===== config.mk =====
export PLATFORM = sky130hd
export DESIGN_NAME = keypad_scan
export DESIGN_NICKNAME = d
export VERILOG_FILES = /design/src/rtl/keypad_pkg.sv /design/src/rtl/scan_tick_gen.sv /design/src/rtl/keypad_scan.sv
export SDC_FILE = /design/constraint.sdc
export NUM_CORES = 1
export LEC_CHECK = 0
export ABC_AREA = 0
export CORE_UTILIZATION = 50
export DETAILED_ROUTE_END_ITERATION = 8
export PLACE_DENSITY_LB_ADDON = 0.05
export SLEW_MARGIN = 20
export SYNTH_ARGS = -nofsm -noshare
export SYNTH_HDL_FRONTEND = slang
export SYNTH_SLANG_ARGS = --single-unit

===== constraint.sdc =====
create_clock -name IN_clk -period 20.2 [get_ports IN_clk]
set_clock_uncertainty 0.2 [all_clocks]
set_input_delay 2.02 -clock IN_clk [delete_from_list [all_inputs] [get_ports IN_clk]]
set_output_delay 2.02 -clock IN_clk [all_outputs]
set_load 0.01 [all_outputs]

===== src/rtl/keypad_pkg.sv =====
// Shared types and constants for the 4x4 keypad scanner.
package keypad_pkg;

  localparam int unsigned ROWS   = 4;
  localparam int unsigned COLS   = 4;
  localparam int unsigned CODE_W = 4;
  localparam int unsigned CELLS  = ROWS * COLS;

  // One full-scan verdict: a single clean key (hit=1) or nothing usable.
  typedef struct packed {
    logic              hit;
    logic [CODE_W-1:0] code;
  } scan_result_t;

  // Result used before any scan has completed; also the "no key" verdict.
  localparam scan_result_t NO_KEY = '0;

  // Column scan states; the encoding doubles as the column index.
  localparam logic [1:0] COL0 = 2'd0;
  localparam logic [1:0] COL1 = 2'd1;
  localparam logic [1:0] COL2 = 2'd2;
  localparam logic [1:0] COL3 = 2'd3;

  // Active-low one-hot column drive for a given scan state.
  function automatic logic [COLS-1:0] col_drive(input logic [1:0] state);
    return ~(COLS'(1) << state);
  endfunction

  // Reduce 16 samples (bit index row*COLS+col) to a scan verdict.
  // The bit index is the key code, so a lone hit reports its own position.
  // No-hit and multi-hit verdicts carry code 0 so they compare equal.
  function automatic scan_result_t evaluate_scan(input logic [CELLS-1:0] samples);
    scan_result_t r;
    int unsigned  hits;
    r    = NO_KEY;
    hits = 0;
    for (int unsigned i = 0; i < CELLS; i++) begin
      if (samples[i]) begin
        hits++;
        r.code = CODE_W'(i);
      end
    end
    if (hits == 1) begin
      r.hit = 1'b1;
    end else begin
      r.code = '0;
    end
    return r;
  endfunction

endpackage


===== src/rtl/scan_tick_gen.sv =====
// Column-step prescaler: one-cycle tick every CLK_DIV clocks.
module scan_tick_gen #(
  parameter int unsigned CLK_DIV = 50000
) (
  input  logic clk,
  input  logic rst,
  output logic tick
);

  localparam int unsigned       CNT_W = (CLK_DIV > 1) ? $clog2(CLK_DIV) : 1;
  localparam logic [CNT_W-1:0]  LAST  = CNT_W'(CLK_DIV - 1);

  logic [CNT_W-1:0] cnt;

  assign tick = (cnt == LAST);

  // Count 0..CLK_DIV-1 and wrap.
  always_ff @(posedge clk or posedge rst) begin
    if (rst) begin
      cnt <= '0;
    end else if (tick) begin
      cnt <= '0;
    end else begin
      cnt <= cnt + 1'b1;
    end
  end

endmodule


===== src/rtl/keypad_scan.sv =====
// 4x4 matrix keypad scanner with full-scan debounce and ghost rejection.
module keypad_scan
  import keypad_pkg::*;
#(
  parameter int unsigned CLK_DIV        = 50000,
  parameter int unsigned DEBOUNCE_SCANS = 4
) (
  input  logic              IN_clk,
  input  logic              IN_rst,
  input  logic [ROWS-1:0]   IN_row,
  output logic [COLS-1:0]   OUT_col,
  output logic [CODE_W-1:0] OUT_value,
  output logic              OUT_key
);

  localparam int unsigned      STB_W   = $clog2(DEBOUNCE_SCANS + 1);
  localparam logic [STB_W-1:0] STB_MAX = STB_W'(DEBOUNCE_SCANS);
  localparam logic [STB_W-1:0] STB_ONE = STB_W'(1);

  logic               tick;
  logic [ROWS-1:0]    row_meta;
  logic [ROWS-1:0]    row_sync;
  logic [ROWS-1:0]    row_hit;
  logic [1:0]         state;
  logic [1:0]         state_next;
  logic [COLS-1:0]    col;
  logic [CELLS-1:0]   acc;
  logic [CELLS-1:0]   acc_next;
  logic               scan_done;
  scan_result_t       result;
  scan_result_t       prev_result;
  logic [STB_W-1:0]   stable_cnt;
  logic [STB_W-1:0]   stable_next;
  logic               commit;
  logic               key;
  logic [CODE_W-1:0]  value;

  scan_tick_gen #(
    .CLK_DIV(CLK_DIV)
  ) u_tick (
    .clk (IN_clk),
    .rst (IN_rst),
    .tick(tick)
  );

  // Two-flop synchronizer; reset to "all rows idle" (pulled up).
  always_ff @(posedge IN_clk or posedge IN_rst) begin
    if (IN_rst) begin
      row_meta <= '1;
      row_sync <= '1;
    end else begin
      row_meta <= IN_row;
      row_sync <= row_meta;
    end
  end

  assign row_hit = ~row_sync;

  // Next column state: COL0 -> COL1 -> COL2 -> COL3 -> COL0.
  always_comb begin
    state_next = state;
    if (tick) begin
      case (state)
        COL0:    state_next = COL1;
        COL1:    state_next = COL2;
        COL2:    state_next = COL3;
        COL3:    state_next = COL0;
        default: state_next = COL0;
      endcase
    end
  end

  // Column FSM with a registered column drive.
  always_ff @(posedge IN_clk or posedge IN_rst) begin
    if (IN_rst) begin
      state <= COL0;
      col   <= col_drive(COL0);
    end else begin
      state <= state_next;
      col   <= col_drive(state_next);
    end
  end

  // Merge the current column's rows into the accumulator image. The scan
  // verdict is taken from this merged image so the column-3 samples latched
  // on the final tick are part of the same evaluation.
  always_comb begin
    acc_next = acc;
    if (tick) begin
      for (int unsigned c = 0; c < COLS; c++) begin
        if (state == 2'(c)) begin
          for (int unsigned r = 0; r < ROWS; r++) begin
            acc_next[r*COLS + c] = row_hit[r];
          end
        end
      end
    end
  end

  // Row-hit accumulator, one bit per key position.
  always_ff @(posedge IN_clk or posedge IN_rst) begin
    if (IN_rst) begin
      acc <= '0;
    end else begin
      acc <= acc_next;
    end
  end

  assign scan_done = tick && (state == COL3);
  assign result    = evaluate_scan(acc_next);

  // Stable-count update for a completed scan.
  always_comb begin
    stable_next = STB_ONE;
    if (result == prev_result) begin
      stable_next = (stable_cnt == STB_MAX) ? STB_MAX : stable_cnt + 1'b1;
    end
  end

  assign commit = scan_done && (stable_next == STB_MAX);

  // Debounce state, updated once per completed scan.
  always_ff @(posedge IN_clk or posedge IN_rst) begin
    if (IN_rst) begin
      prev_result <= NO_KEY;
      stable_cnt  <= '0;
    end else if (scan_done) begin
      prev_result <= result;
      stable_cnt  <= stable_next;
    end
  end

  // Committed outputs; the code is held across releases.
  always_ff @(posedge IN_clk or posedge IN_rst) begin
    if (IN_rst) begin
      key   <= 1'b0;
      value <= '0;
    end else if (commit) begin
      key <= result.hit;
      if (result.hit) begin
        value <= result.code;
      end
    end
  end

  assign OUT_col   = col;
  assign OUT_key   = key;
  assign OUT_value = value;

endmodule


======== Word-level counts from Yosys, hierarchy flattened ========
Cells that the tools add are included.
operators by class
  div/mod/pow operators ................... 0
  bitwise logic cells ..................... 2
  add/sub/neg operators ................... 17
  $mul .................................... 0
  multiplexer cells ....................... 55
  reduce and logical (&&, ||, !) cells .... 4
  shift operators ......................... 1
  $lt $le $gt $ge ......................... 0
  eq/ne operators ......................... 8
operators with widths
  operator                 count
  $add A32 B1 Y32 const B  15
  $mux W32                 15
  $mux W4                  15
  $eq A32 B1 Y1 const B    1
  $mux W16                 2
  $mux W1                  19
  $add A16 B1 Y16 const B  1
  $eq A16 B16 Y1 const B   1
  $not A4 Y4               2
  $pmux W2 S4              1
  $eq A3 B3 Y1 const B     2
  $mux W3                  2
  $eq A5 B5 Y1             1
  $eq A2 B2 Y1 const B     2
  $shl A1 B2 Y4 const A    1
  $add A3 B1 Y3 const B    1
  $eq A2 B1 Y1 const B     1
  $logic_and A1 B1 Y1      2
  $logic_not A2 Y1         1
  $mux W2                  1
  $reduce_and A2 Y1        1
storage, ports and cells
  input bits .............................. 6
  output and inout bits ................... 9
  memories ................................ 0
  bits in read-only memories .............. 0
  bits in writable memories ............... 0
  register bits ........................... 59
  latch bits .............................. 0

======== Logic depth before layout (Yosys ltp) ========
  word-level depth ........................ 41
  gate-level depth with buffers ........... 58
  mapped depth without buffers ............ 56

======== By module ========
Synthesis repeated with hierarchy kept, for this count alone.
unflattened totals
  cells, all modules ...................... 546
  area total of the unflattened synthesis .. 4998.5 um^2
by module, submodules not included
  module         times used  area each (um^2)  cells an instance
  keypad_scan    1           4241.6            478
  scan_tick_gen  1           757.0             68

======== Least setup slack after synthesis ========
OpenSTA, ideal clock, no wires.
  path kind ............................... flip-flop to flip-flop
  start point ............................. register u_tick.cnt[5]
  end point ............................... register stable_cnt[0]
  buffers on the path ..................... 1
  data arrival time ....................... 10.383 ns
  period minus slack after synthesis ...... 10.701 ns
  cell stages (with the launch flop) ...... 55
  setup slack ............................. 9.499 ns
  cells stage by stage .................... dfrtp_1 -> or4b_4 -> or4_1 -> buf_6 -> nand2_1 -> o21ai_0 -> inv_1 -> ha_1 -> nand2_1 -> mux2_2 -> o31a_1 -> ha_1 -> nand2_1 -> nand2_1 -> ha_1 -> nor2_1 -> mux2_2 -> a31oi_1 -> (+19 left out) -> nand2_1 -> nand2_1 -> ha_1 -> nor2_1 -> a31oi_1 -> ha_1 -> mux2_2 -> ha_1 -> mux2_2 -> ha_1 -> mux2_2 -> ha_1 -> xor2_1 -> nor4_1 -> o221ai_1 -> a2111o_1 -> mux2i_1 -> a21o_1
between the ends
  elaborated cells between the ends (all ways) .. 54
  those cells by class .................... add/sub (15); eq/ne (3); mux (35); reduce/logical (1)
RTL lines
  item                                       RTL line             text
  start, declared                            scan_tick_gen.sv:13  logic [CNT_W-1:0] cnt;
  start signal, assigned                     scan_tick_gen.sv:24  cnt <= cnt + 1'b1;
  $eq A16 B16 Y1 *                           scan_tick_gen.sv:15  assign tick = (cnt == LAST);
  $mux W16 *                                 keypad_scan.sv:89    if (tick) begin
  net acc_next[1]                            keypad_scan.sv:28    logic [CELLS-1:0] acc_next;
  $mux W32                                   keypad_pkg.sv:38     if (samples[i]) begin
  $add A32 B1 Y32                            keypad_pkg.sv:39     hits++;
  $mux W32                                   keypad_pkg.sv:38
  $add A32 B1 Y32                            keypad_pkg.sv:39
  $mux W32                                   keypad_pkg.sv:38
  (+20 left out)                             --
  $add A32 B1 Y32                            keypad_pkg.sv:39
  $mux W32                                   keypad_pkg.sv:38
  $add A32 B1 Y32                            keypad_pkg.sv:39
  $mux W32                                   keypad_pkg.sv:38
  $eq A32 B1 Y1                              keypad_pkg.sv:43     if (hits == 1) begin
  $mux W4 / $mux W1 (equally long branches)  keypad_pkg.sv:43
  $eq A5 B5 Y1 *                             keypad_scan.sv:115   if (result == prev_result) begin
  $mux W3 *                                  keypad_scan.sv:115
  end signal, assigned                       keypad_scan.sv:129   stable_cnt <= stable_next;
  end, declared                              keypad_scan.sv:32    logic [STB_W-1:0] stable_cnt;
The timed path passes the listed nets; every way through them passes the cells marked *.
A chain may end at the register's enable or synchronous reset.

======== Final worst setup path ========
  start point ............................. register u_tick.cnt[5]
  end point ............................... register value[2], in the netlist OUT_value[2]
between the ends
  elaborated cells between the ends (all ways) .. 57
  those cells by class .................... add/sub (15); eq/ne (4); mux (35); reduce/logical (3)
RTL lines
  item                                       RTL line             text
  $eq A16 B16 Y1 *                           scan_tick_gen.sv:15
  $mux W16 *                                 keypad_scan.sv:89
  net acc_next[1]                            keypad_scan.sv:28
  $mux W32                                   keypad_pkg.sv:38
  $add A32 B1 Y32                            keypad_pkg.sv:39
  $mux W32                                   keypad_pkg.sv:38
  $add A32 B1 Y32                            keypad_pkg.sv:39
  $mux W32                                   keypad_pkg.sv:38
  (+23 left out)                             --
  $mux W32                                   keypad_pkg.sv:38
  $eq A32 B1 Y1                              keypad_pkg.sv:43
  $mux W4 / $mux W1 (equally long branches)  keypad_pkg.sv:43
  $eq A5 B5 Y1                               keypad_scan.sv:115
  $mux W3                                    keypad_scan.sv:115
  $eq A3 B3 Y1                               keypad_scan.sv:120   assign commit = scan_done && (stable_next == STB_MAX);
  $logic_and A1 B1 Y1                        keypad_scan.sv:120
  $reduce_and A2 Y1 (no source line)         --
  end signal, assigned                       keypad_scan.sv:141   value <= result.code;
  end, declared                              keypad_scan.sv:36    logic [CODE_W-1:0] value;
Marked as above.

==> reports/metrics.yaml <==
status: "finished, final reports clean"
cts.sinks: 59
crit_path_top_delay_cell: "or4_1"
place_hpwl_um: 7290
p_seq_share_pct: 50.8
rows: 34
yosysUniqueCellTypes: 77
finalCriticalPeriod_ns: 11.91
core_area_um2: 8890
wire_per_inst_um: 14.8
p_per_area_nw_per_um2: 46.6
ys_seq_area_share_pct: 31.9
hold_class: "reg2reg"
cp_common_cell: "ha_1"
finalSetupViolCount: 0
grt.overflow.total: 0
cts_resized: 0
place_congestion: 0.883
path_buf_inv: 1
post_cts_buffers: 0
drt_iter0_markers: 101
end_kind: "flip-flop"
async_flop_share_pct: 100
crit_type: "reg2reg"
initial_utilization_pct: 52.5
p_sw_share_pct: 23.5
drc: 0
cp_max_fo: 12
met3_usage_pct: 5.67
cpPeakStageDelay_ns: 0.77
pwr-share-clk_pct: 47.5
grt_pass1_vias: 3456
routed-via-count: 3593
port_buffers: 14
ant_nets: 0
p_total_uw: 237
synthCells: 509
netlist_area_um2: 4670
firstDrtPassIters: 4
synth_edf_count: 0
switchingPower_uw: 55.7
path_delay_family: "adder cells"
hold_viol: 0
numCtsBuffers: 9
antenna_found_initial: 0
final_nets: 550
die_h_um: 98.7
syn_nets: 537
routed_via_density: 5.66
grtUsageMet1_pct: 30.1
drv_slew: 0
rsz0062_at_grt: "no"
worstSetupStartpointType: "flip-flop"
syn_avg_cell_area_um2: 9.18
grt_usage_pct: 21.4
combinationalPowerShare_pct: 1.7
fin_crit_sh_pct: 58.9
ioPinCount: 15
met2_usage_pct: 32.7
cts_root_buf: "clkbuf_8"
routed_wl_um: 9420
die_x_um: 98.7
synth_warnings: 0
synth_flop_cell: "dfrtp_1"
vdd_drop_max_mv: 0.0390
worst_pin_slew_ns: 0.655
max-cap-violations: 0
fmax_mhz: 84.0
crit_required_ns: 20.27
synth-seq-cells: 59
htreeDepth: 3
clk_pin_slew_worst_paths_ns: 0.08
top_usage_layer: "met2"
clk_latency_ns: 0.34
p_int_uw: 182
max-clock-path-buffers: 2
tns_ns: 0
syn_to_final_growth_pct: 9.16
cts_tree: "built"
n_antenna_cell: 0
die-area_um2: 9730
relSlewSlack_pct: 56.0
grt_pass1_wl_um: 16400
holdBufCountCts: 0
placed_area_um2: 4900
worstPathArrival_ns: 11.98
drive_gt1_share_pct: 12.9
final_area_um2: 5100
grt_max_degree: 36
p_leak_nw: 2.25
[layout make-up]
cell class / count / area (um^2)
flip-flops and latches: 59 / 1490
inverters: 33 / 124
clock inverters: 5 / 61.3
multi-input cells: 403 / 2990
repair buffers: 16 / 155
well taps: 108 / 135
fillers: 749 / 3790
clock buffers: 11 / 141
[cells in the final DEF (no fill, tap or decap), types with 4 or more instances in the layout]
master           instances
o21a_1                   6
and2_1                   4
nand4_1                  6
clkdlybuf4s50_1         14
o21ai_1                 14
o22a_1                   4
ha_1                    22
nor3_1                  10
and3_1                   7
xnor2_1                 32
nand3_1                 15
inv_1                   28
nor4_1                   5
mux2_2                   7
o21ai_0                 13
nor2_1                  41
nand2_1                 73
a21o_1                   5
clkbuf_8                10
xor2_1                  21
a31oi_1                  7
a21oi_1                 17
dfstp_2                 11
dfrtp_1                 48
o31ai_1                  5
or4_1                    8
mux2i_1                  7
[sequential cells by signal, summed over array words and instances, names as in the netlist]
name and count:
acc 16, u_tick.cnt 16, prev_result 5, OUT_col 4, OUT_value 4, row_meta 4, row_sync 4, stable_cnt 3
state 2, OUT_key 1
[cell families after synthesis]
logic type,synth area share [%]
mux,4.47
xor+xnor,16.9
fa+ha+maj,5.89
buf+inv,4.18
flops,31.9
simple gates,20.3
compound gates,16.3
[metrics by stage]
stage               util (%)  std cells  worst slack [ns]  hold WS, ns
global route            57.3        635              7.40        0.160
global placement        55.1        619              8.72        0.146
detailed placement      55.1        619              8.36        0.147
CTS                     57.3        635              8.32        0.157
finish                  57.3        635              8.29        0.156
floorplan                  -        509              9.50        0.145
[path summary, 6_finish.rpt]
check | from | endpoint | slack (ns) | cells after the start
max | u_tick.cnt[5] | OUT_value[2] | 8.29 | 53
min | row_meta[1] | row_sync[1] | 0.16 | 0
max reg2reg | u_tick.cnt[5] | OUT_value[2] | 8.29 | 53
min reg2reg | row_meta[1] | row_sync[1] | 0.16 | 0
max in group asynchronous | IN_rst | row_sync[1] | 17.10 | 3
min in group asynchronous | IN_rst | u_tick.cnt[13] | 1.83 | 2
[power by group through the flow]
stage / registers (mW) / logic, mW / clock network [mW]
floorplan: 0.122 / 0.00278 / 0
global placement: 0.123 / 0.00429 / 0
detailed placement: 0.123 / 0.00434 / 0
CTS: 0.121 / 0.00433 / 0.115
global route: 0.121 / 0.00481 / 0.121
finish: 0.121 / 0.00407 / 0.113
[synthesized netlist by cell type (3+ instances only)]
cell      number  area share, %
a211oi_1       3           0.48
a21o_1         5           0.80
a21oi_1       17            1.8
a31oi_1        7           0.94
and2_1         4           0.54
and3_1         7           0.94
buf_2          3           0.32
clkbuf_1       8           0.64
dfrtp_1       48             26
dfstp_2       11            6.2
ha_1          22            5.9
inv_1         29            2.3
mux2_2         7            1.7
mux2i_1        7            1.5
nand2_1       73            5.9
nand3_1       15            1.6
nand4_1        6           0.80
nor2_1        41            3.3
nor2b_1        3           0.40
nor3_1        10            1.1
nor4_1         6           0.80
o21a_1         6           0.96
o21ai_0       13            1.4
o21ai_1       14            1.5
o22a_1         4           0.75
o22ai_1        3           0.40
o31ai_1        5           0.80
or4_1          8            1.3
xnor2_1       32            6.0
xnor2_2        3            1.0
xnor2_4        3            1.8
xnor3_1        3            1.4
xor2_1        21            3.9
[per-layer routing]
| layer | wire [um] | up-vias |
|---|---|---|
| met5 | 0 | - |
| met1 | 4870 | 1702 |
| met2 | 4180 | 53 |
| met3 | 308 | 6 |
| li1 | - | 1832 |
| met4 | 54 | 0 |
Power figures use the tool's default switching activity.
